===== src/rtl/note_rec_sequencer_pkg.sv =====
// Shared definitions for the note record/playback sequencer:
// state encoding, note codes and the record-data helper.
package note_rec_sequencer_pkg;

  localparam int NOTE_W    = 6;
  localparam int KEY_COUNT = 48;

  localparam logic [NOTE_W-1:0] REST = 6'd63;

  localparam logic [1:0] ST_IDLE   = 2'b00;
  localparam logic [1:0] ST_RECORD = 2'b01;
  localparam logic [1:0] ST_PLAY   = 2'b10;

  typedef enum logic [1:0] {
    S_IDLE   = ST_IDLE,
    S_RECORD = ST_RECORD,
    S_PLAY   = ST_PLAY
  } seq_state_t;

  // Code written to the note RAM for one beat: the pressed key, or REST.
  function automatic logic [NOTE_W-1:0] rec_code(input logic valid,
                                                 input logic [NOTE_W-1:0] note);
    return valid ? note : REST;
  endfunction

endpackage


===== src/rtl/note_rec_sequencer_ram.sv =====
// Note storage: simple dual-port RAM with a synchronous write and a
// one-cycle registered read. The storage has no reset so it maps onto block RAM.
module note_ram #(
  parameter int DEPTH  = 512,
  parameter int ADDR_W = 9,
  parameter int NOTE_W = 6
) (
  input  logic              clk,
  input  logic              wr_en,
  input  logic [ADDR_W-1:0] wr_addr,
  input  logic [NOTE_W-1:0] wr_data,
  input  logic              rd_en,
  input  logic [ADDR_W-1:0] rd_addr,
  output logic [NOTE_W-1:0] rd_data
);

  logic [NOTE_W-1:0] mem [DEPTH];

  // Write port and registered read port.
  always_ff @(posedge clk) begin
    if (wr_en) begin
      mem[wr_addr] <= wr_data;
    end
    if (rd_en) begin
      rd_data <= mem[rd_addr];
    end
  end

endmodule


===== src/rtl/note_rec_sequencer.sv =====
// Record/playback controller: records one key index per beat into the note RAM
// and replays the stored notes one per beat, with optional looping.
module note_rec_sequencer
  import note_rec_sequencer_pkg::*;
#(
  parameter int DEPTH  = 512,
  parameter int ADDR_W = 9
) (
  input  logic              clk,
  input  logic              reset,
  input  logic              rec_en,
  input  logic              play_en,
  input  logic              loop_en,
  input  logic              beat_tick,
  input  logic [NOTE_W-1:0] note_in,
  input  logic              note_in_valid,
  output logic [NOTE_W-1:0] note_out,
  output logic              note_out_valid,
  output logic [1:0]        state,
  output logic [ADDR_W:0]   rec_len,
  output logic              full
);

  seq_state_t        cur_state, state_n;
  logic [ADDR_W-1:0] wr_ptr, wr_ptr_n;
  logic [ADDR_W:0]   rd_ptr, rd_ptr_n;
  logic [ADDR_W:0]   rec_len_n;
  logic              full_n;
  logic [NOTE_W-1:0] note_out_n;
  logic              note_out_valid_n;
  logic              rd_pending, rd_pending_n;
  logic              rec_prev, play_prev;
  logic              rec_rise, play_rise;
  logic              wr_en, rd_en;
  logic [ADDR_W-1:0] rd_addr;
  logic [NOTE_W-1:0] rd_data;

  assign rec_rise  = rec_en & ~rec_prev;
  assign play_rise = play_en & ~play_prev;
  assign state     = cur_state;

  note_ram #(
    .DEPTH  (DEPTH),
    .ADDR_W (ADDR_W),
    .NOTE_W (NOTE_W)
  ) u_ram (
    .clk     (clk),
    .wr_en   (wr_en),
    .wr_addr (wr_ptr),
    .wr_data (rec_code(note_in_valid, note_in)),
    .rd_en   (rd_en),
    .rd_addr (rd_addr),
    .rd_data (rd_data)
  );

  // Next-state, pointer and output computation.
  always_comb begin
    state_n      = cur_state;
    wr_ptr_n     = wr_ptr;
    rd_ptr_n     = rd_ptr;
    rec_len_n    = rec_len;
    full_n       = full;
    note_out_n   = note_out;
    rd_pending_n = 1'b0;
    wr_en        = 1'b0;
    rd_en        = 1'b0;
    rd_addr      = '0;
    case (cur_state)
      S_IDLE: begin
        note_out_n = REST;
        if (rec_rise) begin
          state_n   = S_RECORD;
          wr_ptr_n  = '0;
          rec_len_n = '0;
          full_n    = 1'b0;
        end else if (play_rise && (rec_len != '0)) begin
          state_n  = S_PLAY;
          rd_ptr_n = '0;
        end else begin
          state_n = S_IDLE;
        end
      end
      S_RECORD: begin
        note_out_n = REST;
        if (!rec_en) begin
          state_n = S_IDLE;
        end else if (beat_tick) begin
          wr_en     = 1'b1;
          wr_ptr_n  = wr_ptr + ADDR_W'(1);
          rec_len_n = {1'b0, wr_ptr} + (ADDR_W+1)'(1);
          // The write into the last slot ends the recording.
          if (wr_ptr == ADDR_W'(DEPTH-1)) begin
            full_n  = 1'b1;
            state_n = S_IDLE;
          end else begin
            full_n = 1'b0;
          end
        end else begin
          state_n = S_RECORD;
        end
      end
      S_PLAY: begin
        if (!play_en) begin
          state_n    = S_IDLE;
          note_out_n = REST;
        end else begin
          if (rd_pending) begin
            note_out_n = rd_data;
          end else begin
            note_out_n = note_out;
          end
          // Past the end: wrap to slot 0 when looping, otherwise finish on this beat.
          if (beat_tick) begin
            if (rd_ptr < rec_len) begin
              rd_en        = 1'b1;
              rd_addr      = rd_ptr[ADDR_W-1:0];
              rd_ptr_n     = rd_ptr + (ADDR_W+1)'(1);
              rd_pending_n = 1'b1;
            end else if (loop_en) begin
              rd_en        = 1'b1;
              rd_addr      = '0;
              rd_ptr_n     = (ADDR_W+1)'(1);
              rd_pending_n = 1'b1;
            end else begin
              state_n    = S_IDLE;
              note_out_n = REST;
            end
          end else begin
            rd_pending_n = rd_pending;
          end
        end
      end
      default: begin
        state_n    = S_IDLE;
        note_out_n = REST;
      end
    endcase
    note_out_valid_n = (state_n == S_PLAY) && (note_out_n != REST);
  end

  // State, pointer, edge-detector and output registers.
  always_ff @(posedge clk or negedge reset) begin
    if (!reset) begin
      cur_state      <= S_IDLE;
      wr_ptr         <= '0;
      rd_ptr         <= '0;
      rec_len        <= '0;
      full           <= 1'b0;
      note_out       <= REST;
      note_out_valid <= 1'b0;
      rd_pending     <= 1'b0;
      rec_prev       <= 1'b1;
      play_prev      <= 1'b1;
    end else begin
      cur_state      <= state_n;
      wr_ptr         <= wr_ptr_n;
      rd_ptr         <= rd_ptr_n;
      rec_len        <= rec_len_n;
      full           <= full_n;
      note_out       <= note_out_n;
      note_out_valid <= note_out_valid_n;
      rd_pending     <= rd_pending_n;
      rec_prev       <= rec_en;
      play_prev      <= play_en;
    end
  end

endmodule


===== config.mk =====
export PLATFORM = sky130hd
export DESIGN_NAME = note_rec_sequencer
export DESIGN_NICKNAME = d
export VERILOG_FILES = /design/src/rtl/note_rec_sequencer_pkg.sv /design/src/rtl/note_rec_sequencer_ram.sv /design/src/rtl/note_rec_sequencer.sv
export SDC_FILE = /design/constraint.sdc
export NUM_CORES = 2
export LEC_CHECK = 0
export ABC_AREA = 1
export BUFFER_PORTS_ARGS = -buffer_cell sky130_fd_sc_hd__buf_2
export CAP_MARGIN = 20
export CELL_PAD_IN_SITES_DETAIL_PLACEMENT = 1
export CELL_PAD_IN_SITES_GLOBAL_PLACEMENT = 1
export CORE_ASPECT_RATIO = 0.6
export CORE_MARGIN = 2
export CORE_UTILIZATION = 35
export DETAILED_ROUTE_END_ITERATION = 7
export GPL_ROUTABILITY_DRIVEN = 0
export PLACE_DENSITY_LB_ADDON = 0.1
export RECOVER_POWER = 100
export SLEW_MARGIN = 20
export SYNTH_ARGS = -nofsm -noshare
export SYNTH_HDL_FRONTEND = slang
export SYNTH_SLANG_ARGS = --single-unit

===== constraint.sdc =====
create_clock -name clk -period 3.8 [get_ports clk]
set_input_delay 0.38 -clock clk [delete_from_list [all_inputs] [get_ports clk]]
set_output_delay 0.38 -clock clk [all_outputs]
set_load 0.02 [all_outputs]

==> results by group <==
Run status
  • Outcome: finished, violations left
  • Failing checks: capacitance limit, slew limit, setup timing

Timing
  • Fin Clk Skew: 0.0463 ns
  • Worst-margin pin slew: 2.63 ns
  • Slew Viols, Final: 1926
  • RSZ-0062 raised after global routing: true
  • Period utilization: 1.02
  • Minimum clock period: 3.88 ns
  • Setup violators final: 6
  • Rel. slew slack: -0.753
  • Worst setup margin: -0.0777 ns
  • Final setup TNS: -0.373 ns
  • Final Hold Viols: 0
  • Fmax: 0.258 GHz

Worst setup path
  • R2r startpoint: rec_len[8]
  • Worst-path maximum fanout: 19
  • R2R cell count: 24
  • Cell mode on critical path: nand3_4
  • CP Class: reg2reg
  • Worst Setup End Kind: flop
  • Critical path startpoint category: flop
  • Crit-path max cell delay: 0.39 ns
  • Worst EP required: 4.48 ns
  • Slowest CP cell: dfrtp_1
  • Critical Path Start: rec_len[8]
  • Arr. time, crit path: 4.56 ns
  • Critical Path, Cell by Cell: inv_2 > ha_4 > nand2_4 > buf_6 > a21oi_2 > nor2_1 > buf_4 > nand2_2 > nor2_4 > buf_12 > nand3_4 > buf_12 > buf_16 > buf_6 > nand2_1 > nand3_4 > nand3_2 > nand3_4 > nand3_4 > nand3_4 > nand3_4 > nand3_1 > nand3_1 > nand2_1

Synthesis
  • Mapped cell area: 132000 um^2
  • Post-synthesis net count: 11200
  • Top-area cell type share of the netlist area: 0.700
  • Sequential-to-total area share from yosys stat: 0.706
  • Syn Inst Count: 11200
  • Mean Syn Cell Area: 11.8 um^2
  • Top cells by area, synth: edfxtp_1 70%, nand3_1 12%, nand4_1 7.3%
  • Yosys warns: 0
  • Synth Register Bits: 3111
  • Cell variety after synth: 35
  • Synth area leader: edfxtp_1

Floorplan
  • Die area: 382000 um^2
  • Initial Utilization: 0.352
  • Die height: 480 um
  • # IOs: 33
  • Core Box Area: 375000 um^2
  • Die width: 797 um
  • Row count: 174

Route
  • Initial DRC Count: 12400
  • Post-Route WL: 541000 um
  • DRC: 0
  • DR WL/cell: 32.7 um
  • DR vias/cell: 6.03
  • DRT Pass-1 Iters: 6
  • DR vias: 99800
  • Routed Antenna Nets: 0

Clock network
  • Worst skew pair latency: 0.94 ns
  • Worst-case clock buffer depth: 4
  • Clk root buf: clkbuf_16
  • TritonCTS buffer count: 317
  • Clock sinks: 3111
  • TritonCTS clock tree: built
  • # H-tree levels: 5
  • CTS clk-pin slew, worst paths: 0.06 ns

Pwr
  • LEAKAGE: 53.9 nW
  • Pwr Density: 562 nW/um^2
  • Max VDD drop: 0.917 mV
  • Power Total: 90.6 mW

GRT
  • Largest net degree at the start of global routing: 182
  • Global Route Usage Sum: 0.263
  • Initial antenna violation count: 22
  • First-pass GRT wire length: 740000 um
  • Vias in the first global route: 97300
  • GRT overflow: 0

Placed design
  • Pre-CTS WS: -0.802 ns
  • Placed Instance Area: 142000 um^2
  • PortBufs: 32
  • Post-detail-place hpwl: 306000 um

Min path
  • Hold Crit Class: in2reg
  • Hold path startpoint: rec_en
  • Hold path cells: 2

Finish
  • Share of cells above drive strength 1: 0.182
  • Commonest non-fill, non-tap cell in the layout: edfxtp_1
  • Fin area: 161000 um^2
  • Multi-input logic area: 39000 um^2
  • Final net count: 11300
  • Reg area: 93300 um^2
  • Area grow syn2layout: 22.1%
  • Most frequent cells in the layout: 3078 x edfxtp_1, 2337 x nand3_1, 1602 x nand2_1
  • Fill cells: 38500

Flow run
  • Max Cap Viol: 28
## per-stage QoR
stage                     instances   util  hold WS [ns]
final                         16500  0.430         0.287
after global routing          16500  0.430         0.259
after CTS                     16400  0.413         0.115
after detailed placement      15800  0.378         0.527
after global placement        15800  0.378         0.521
after floorplan               11200      -        0.0844
## cells by family (layout without fill, tap and decap cells)
group	count (synthesis)	count (layout)	share of synthesized area
compound gates	35	35	0.00151
xor+xnor	1	1	0.0000663
fa+ha+maj	15	15	0.00142
buf+inv	1156	1519	0.0376
flops	3111	3111	0.706
other cells	0	9	0
simple gates	6834	6834	0.253
## registers in the layout, summed over array words and instances (netlist names)
register	cells
u_ram.mem	3072
rd_ptr	10
rec_len	10
note_out	6
u_ram.rd_data	6
state	2
full	1
note_out_valid	1
play_prev	1
rd_pending	1
rec_prev	1
## layout make-up
cell class | instances | area share
Multi-Input combinational cell | 6885 | 0.242
Antenna cell | 9 | 0.000140
Sequential cell | 3111 | 0.579
Timing Repair inverter | 1 | 0.000186
Clock buffer | 395 | 0.0520
Inverter | 63 | 0.00175
Tap cell | 5016 | 0.0389
Clock inverter | 160 | 0.00966
Timing Repair Buffer | 900 | 0.0770
## metal layers
layer  share of wire  track usage  routed length, um  vias to the layer above
met5        0.000024            0                 13                        -
met4           0.025       0.0641              13200                        2
met3           0.079       0.0424              43000                      629
met2            0.42        0.371             227000                     4127
met1            0.48        0.418             257000                    52500
li1                -            -                  -                    42500
## what timing repair did
action / in CTS / in global routing
gates resized for setup: 309 / 867
hold buffers: 7 / 0
endpoints found under the setup margin: 6 / 6
endpoints found under the hold margin: 83 / 0
cloned: 32 / 83
setup buffers: 36 / 62
pin swaps: 14 / 220
## Yosys cell counts
cell type and number:
buf_4 9, clkinv_2 1, ha_1 15, dfrtp_1 25, nor2_4 1, a21oi_1 11, nand3b_1 1, o211ai_1 1
nor3_1 16, inv_1 56, clkbuf_1 541, nand3_1 3073, nand4_1 1538, nand2_1 1649, buf_6 1, o21ai_2 1
a21o_1 1, nand2_2 1, dfstp_2 8, xor2_1 1, nor4_1 1, edfxtp_1 3078, a221oi_1 3, inv_2 4
nor3_2 2, o31ai_1 1, clkinv_1 2, nor2_2 1, nor2_1 544, nand3_2 3, buf_1 72, o22ai_1 1
buf_2 470, o21ai_0 16, nor3b_1 4
## worst paths after layout
path	slack, ns	to
setup / recovery	-0.08	u_ram.rd_data[0]
hold / removal	0.29	rec_prev
setup reg to reg	-0.08	u_ram.rd_data[0]
hold reg to reg	0.54	note_out[4]
max in group asynchronous	1.43	rd_ptr[0]
min in group asynchronous	0.73	note_out_valid
## worst max-delay path, delay by kind of cell, from the launching register on
kind / cells / cell delay, ns
compound gates: 1 / 0.03
fa+ha+maj: 1 / 0.22
buf+inv: 7 / 1.09
flops: 1 / 0.39
simple gates: 15 / 1.80
## where the power goes
group	leakage, nW	internal [mW]	switching (mW)
clock	4.87	17.6	14.0
combinational	21.4	5.97	15.1
sequential	27.7	37.8	0.0322
(Power assumes the default switching activity.)
